## src/rtl/apb_irq_ctrl.sv

```systemverilog
// rtl/apb_irq_ctrl.sv - APB interrupt controller: pending latch, mask, priority arbitration, valid/ready presentation
module apb_irq_ctrl #(
    parameter int NrSrc     = 16,
    parameter int PrioWidth = 3,
    parameter int AddrWidth = 32,
    localparam int IdWidth  = (NrSrc > 1) ? $clog2(NrSrc) : 1
) (
    input  logic                 clk_i,
    input  logic                 rst_ni,
    input  logic                 psel_i,
    input  logic                 penable_i,
    input  logic                 pwrite_i,
    input  logic [AddrWidth-1:0] paddr_i,
    input  logic [31:0]          pwdata_i,
    output logic [31:0]          prdata_o,
    output logic                 pready_o,
    output logic                 pslverr_o,
    input  logic [NrSrc-1:0]     irq_src_i,
    output logic                 irq_valid_o,
    output logic [IdWidth-1:0]   irq_id_o,
    output logic [PrioWidth-1:0] irq_prio_o,
    input  logic                 irq_ready_i
);

    typedef enum logic [1:0] {IDLE, PRESENT, ACK} state_e;

    state_e               state_q, state_d;
    logic [NrSrc-1:0]     pending_q, enable_q, trig_q, src_q;
    logic [PrioWidth-1:0] thresh_q;
    logic [PrioWidth-1:0] prio_q [NrSrc];
    logic [IdWidth-1:0]   id_q, id_d;
    logic [PrioWidth-1:0] pout_q, pout_d;

    logic                 access, wr, mapped, handshake;
    logic [7:0]           off;
    logic [31:0]          rdata;
    logic [NrSrc-1:0]     prio_hit, elig, set_v, w1c, hs_clr;
    logic                 any_elig, cur_elig;
    logic [IdWidth-1:0]   best_id;
    logic [PrioWidth-1:0] best_prio;
    logic                 unused_bits;

    assign access      = psel_i & penable_i;
    assign wr          = access & pwrite_i;
    assign off         = paddr_i[7:0];
    assign pready_o    = 1'b1;
    assign unused_bits = ^{paddr_i, pwdata_i};

    always_comb begin
        for (int i = 0; i < NrSrc; i++) begin
            prio_hit[i] = (off == 8'(64 + 4 * i));
        end
    end

    always_comb begin
        rdata  = '0;
        mapped = 1'b1;
        case (off)
            8'h00:   rdata[NrSrc-1:0]     = pending_q;
            8'h04:   rdata[NrSrc-1:0]     = enable_q;
            8'h08:   rdata[NrSrc-1:0]     = trig_q;
            8'h0C:   rdata[PrioWidth-1:0] = thresh_q;
            default: begin
                mapped = |prio_hit;
                for (int i = 0; i < NrSrc; i++) begin
                    if (prio_hit[i]) rdata[PrioWidth-1:0] = prio_q[i];
                end
            end
        endcase
    end

    assign prdata_o  = access ? rdata : '0;
    assign pslverr_o = access & ~mapped;

    // Strict '>' while scanning upward keeps the lowest index on priority ties.
    always_comb begin
        best_id   = '0;
        best_prio = '0;
        any_elig  = 1'b0;
        cur_elig  = 1'b0;
        for (int i = 0; i < NrSrc; i++) begin
            elig[i] = pending_q[i] & enable_q[i] & (prio_q[i] > thresh_q);
        end
        for (int i = 0; i < NrSrc; i++) begin
            if (elig[i] && (prio_q[i] > best_prio)) begin
                best_prio = prio_q[i];
                best_id   = IdWidth'(i);
                any_elig  = 1'b1;
            end
            if (id_q == IdWidth'(i)) cur_elig = elig[i];
        end
    end

    always_comb begin
        state_d   = state_q;
        id_d      = id_q;
        pout_d    = pout_q;
        handshake = 1'b0;
        case (state_q)
            IDLE: begin
                if (any_elig) begin
                    state_d = PRESENT;
                    id_d    = best_id;
                    pout_d  = best_prio;
                end
            end
            PRESENT: begin
                // A completed handshake is honoured even if the source just lost eligibility.
                if (irq_ready_i) begin
                    handshake = 1'b1;
                    state_d   = ACK;
                end else if (!cur_elig) begin
                    state_d = IDLE;
                end
            end
            ACK:     state_d = IDLE;
            default: state_d = IDLE;
        endcase
    end

    assign irq_valid_o = (state_q == PRESENT);
    assign irq_id_o    = id_q;
    assign irq_prio_o  = pout_q;

    always_comb begin
        set_v = (trig_q & irq_src_i & ~src_q) | (~trig_q & irq_src_i);
        w1c   = (wr && (off == 8'h00)) ? pwdata_i[NrSrc-1:0] : '0;
        for (int i = 0; i < NrSrc; i++) begin
            hs_clr[i] = handshake && (id_q == IdWidth'(i));
        end
    end

    always_ff @(posedge clk_i or negedge rst_ni) begin
        if (!rst_ni) begin
            state_q   <= IDLE;
            id_q      <= '0;
            pout_q    <= '0;
            pending_q <= '0;
            enable_q  <= '0;
            trig_q    <= '0;
            src_q     <= '0;
            thresh_q  <= '0;
            for (int i = 0; i < NrSrc; i++) prio_q[i] <= '0;
        end else begin
            state_q   <= state_d;
            id_q      <= id_d;
            pout_q    <= pout_d;
            src_q     <= irq_src_i;
            pending_q <= (pending_q & ~(w1c | hs_clr)) | set_v;
            if (wr && (off == 8'h04)) enable_q <= pwdata_i[NrSrc-1:0];
            if (wr && (off == 8'h08)) trig_q   <= pwdata_i[NrSrc-1:0];
            if (wr && (off == 8'h0C)) thresh_q <= pwdata_i[PrioWidth-1:0];
            for (int i = 0; i < NrSrc; i++) begin
                if (wr && prio_hit[i]) prio_q[i] <= pwdata_i[PrioWidth-1:0];
            end
        end
    end

endmodule

```

## config.mk

```make
export PLATFORM = sky130hd
export DESIGN_NAME = apb_irq_ctrl
export DESIGN_NICKNAME = d
export VERILOG_FILES = /design/src/rtl/apb_irq_ctrl.sv
export SDC_FILE = /design/constraint.sdc
export NUM_CORES = 1
export LEC_CHECK = 0
export BUFFER_PORTS_ARGS = -buffer_cell sky130_fd_sc_hd__buf_2
export CORE_MARGIN = 2
export CORE_UTILIZATION = 50
export CTS_BUF_LIST = sky130_fd_sc_hd__clkbuf_8
export DETAILED_ROUTE_END_ITERATION = 7
export PLACE_DENSITY = 0.75
export SYNTH_ARGS = -nofsm -noshare
export SYNTH_HDL_FRONTEND = slang
export SYNTH_SLANG_ARGS = --single-unit
```

## constraint.sdc

```tcl
create_clock -name clk_i -period 28.9 [get_ports clk_i]
set_input_delay 5.78 -clock clk_i [delete_from_list [all_inputs] [get_ports clk_i]]
set_output_delay 5.78 -clock clk_i [all_outputs]
set_load 0.02 [all_outputs]
```

==> results.tsv <==
metric	value	unit
outcome	finished, final reports clean	
reg2reg_slack	3.05	ns
avgSynthCellArea	9.04	um^2
first_pass_iters	7	
htree_levels	4	
yosys_most_used_dff	dfrtp_1	
yosysSeqAreaShare	32.6	%
cts_setup_buffers	0	
synth.distinct_cells	93	
core	18700	um^2
worst-setup-path-type	register to register	
clk_path_buf_depth	2	
viasPerCell	6.37	
pre_cts_slack	3.49	ns
antenna_found_initial	0	
cap_violations	0	
dieArea	20200	um^2
setup-violations-final	0	
p_leak	4.60	nW
async_flop_share	100	%
final_layout_size_suffix_gt1_share	20.5	%
multiInputGateArea	6010	um^2
setup_tns	0	ns
cp_slowest_cell	inv_1	
fmax	0.0387	GHz
slowest_delay	0.67	ns
routedWlPerCell	20.4	um
clk_latency	0.44	ns
layout_common_cells	nand2_1, dfrtp_1, nor2_1, mux2_2, ha_1	
clockRootBuffer	clkbuf_8	
n_fill_cell	1631	
wl	27800	um
hold_violations	0	
antenna_left	0	
p_per_area	39.9	nW/um^2
cts_tree	built	
grt_first_pass_wirelength	44300	um
slew_headroom	21.8	%
hold_path.class	register to register	
grt_pass1_vias	8365	
cp_common_cell	ha_1	
synth_area	9530	um^2
syn_inst	1054	
initial_core_util	50.9	%
dpl_cell_area	10000	um^2
grt_max_degree	71	
io_buffers	70	
die_w	142	um
die_h	142	um
slew_violations	0	
ioPinCount	128	
grt_overflow	0	
worstPathArrival	26.17	ns
ys_ff_latch	124	
worstPathRequired	29.23	ns
syn2layout_area_growth	9.86	%
routabilityCongestion	0.948	
dpl.hpwl	20600	um
end_kind	register	
period_share	89.4	%
worstMarginPinSlew	1.17	ns
min_period	25.85	ns
fin_skew	0.0104	ns
drc	0	
cts.sinks	124	
vias	8694	
seq_area	3100	um^2
final_common_cell	nand2_1	
drtIter0Drc	831	
cts_buffers	17	
cp-start-kind	register	
clk_pin_slew	0.08	ns
nets	1275	
grt_usage	28.0	%
ctsResizeCount	0	
ir_drop	0.0000403	V
antenna-diode-count	0	
synth_edf_count	0	
postLayoutCellArea	10500	um^2
rsz0062_at_grt	false	
synth.yosys.warnings	0	
cts.hold.buffers_added	0	
worst_slack	3.05	ns
rows	50	
critPathMaxFanout	16	
==> power by group <==
group | internal (W) | switching [W]
clock | 0.0000958 | 0.0000802
combinational | 0.0000165 | 0.0000305
sequential | 0.000179 | 0.0000152
==> cell families (layout without fill, tap and decap cells) <==
kind of cell / Yosys count / in the layout / synth area share (%)
AND/OR/NAND/NOR: 376 / 376 / 18.8
AO/OA/AOI/OAI: 277 / 277 / 22.3
flip-flops: 124 / 124 / 32.6
buffers and inverters: 103 / 164 / 4.94
multiplexers: 94 / 94 / 11.3
adder cells (fa/ha/maj): 76 / 76 / 9.85
other: 2 / 17 / 0.0788
XOR/XNOR: 2 / 2 / 0.184
==> sequential cells by signal (all words and copies together), names as in the netlist <==
register,flops
prio_q,48
enable_q,16
pending_q,16
src_q,16
trig_q,16
irq_id_o,4
irq_prio_o,3
thresh_q,3
state_q,2
==> final cells by class <==
class / count / share of cell area, %
clock buffer: 17 / 2.24
clock inverter: 14 / 1.97
inverter: 56 / 2.01
multi-input combinational: 842 / 57.5
sequential: 124 / 29.6
tap: 234 / 2.80
timing repair buffer: 77 / 3.87
==> metal layers <==
layer	vias to the layer above	share of wire (%)	GRT usage (%)	routed length [um]
li1	4043	-	-	-
met1	4155	42	36.5	11700
met2	407	47	46.9	13100
met3	89	6.9	4.10	1920
met4	0	3.8	11.8	1060
met5	-	0	0	0
==> cell usage after synthesis (18+ instances only) <==
cell type	number	area, um^2
a21oi_1	52	260
nor3_1	18	90.1
clkbuf_1	23	86.3
dfrtp_1	124	3100
nor2_1	103	387
ha_1	71	888
inv_1	56	210
nand2_1	128	480
o21ai_0	46	230
nand3_1	29	145
mux2_2	81	912
==> through the flow <==
stage          util [%]  power (W)  hold slack (ns)  cells
2_1_floorplan         -   0.000221            0.479   1069
3_3_place_gp       53.6   0.000242            0.490   1333
3_5_place_dp       53.6   0.000243            0.495   1333
4_1_cts            56.0   0.000418            0.513   1364
5_1_grt            56.0   0.000431            0.533   1364
6_report           56.0   0.000418            0.512   1364
==> worst max-delay path: cells and delay by family (launching register included) <==
family	cells	cell delay, ns
muxes	5	1.92
adders and majority gates	19	5.95
AOI/OAI and AO/OA	44	9.76
buffers and inverters	3	0.83
DFF	1	0.39
and+or+nand+nor	37	6.83
==> final timing paths <==
kind,from,end,cells past startpoint
setup / recovery,thresh_q[2],irq_prio_o[0],108
hold / removal,prio_q[18],prio_q[18],1
setup reg to reg,thresh_q[2],irq_prio_o[0],108
hold reg to reg,prio_q[18],prio_q[18],1
max in group asynchronous,rst_ni,src_q[5],2
min in group asynchronous,rst_ni,trig_q[14],1
Note: power is estimated with default switching activity, not from simulation.
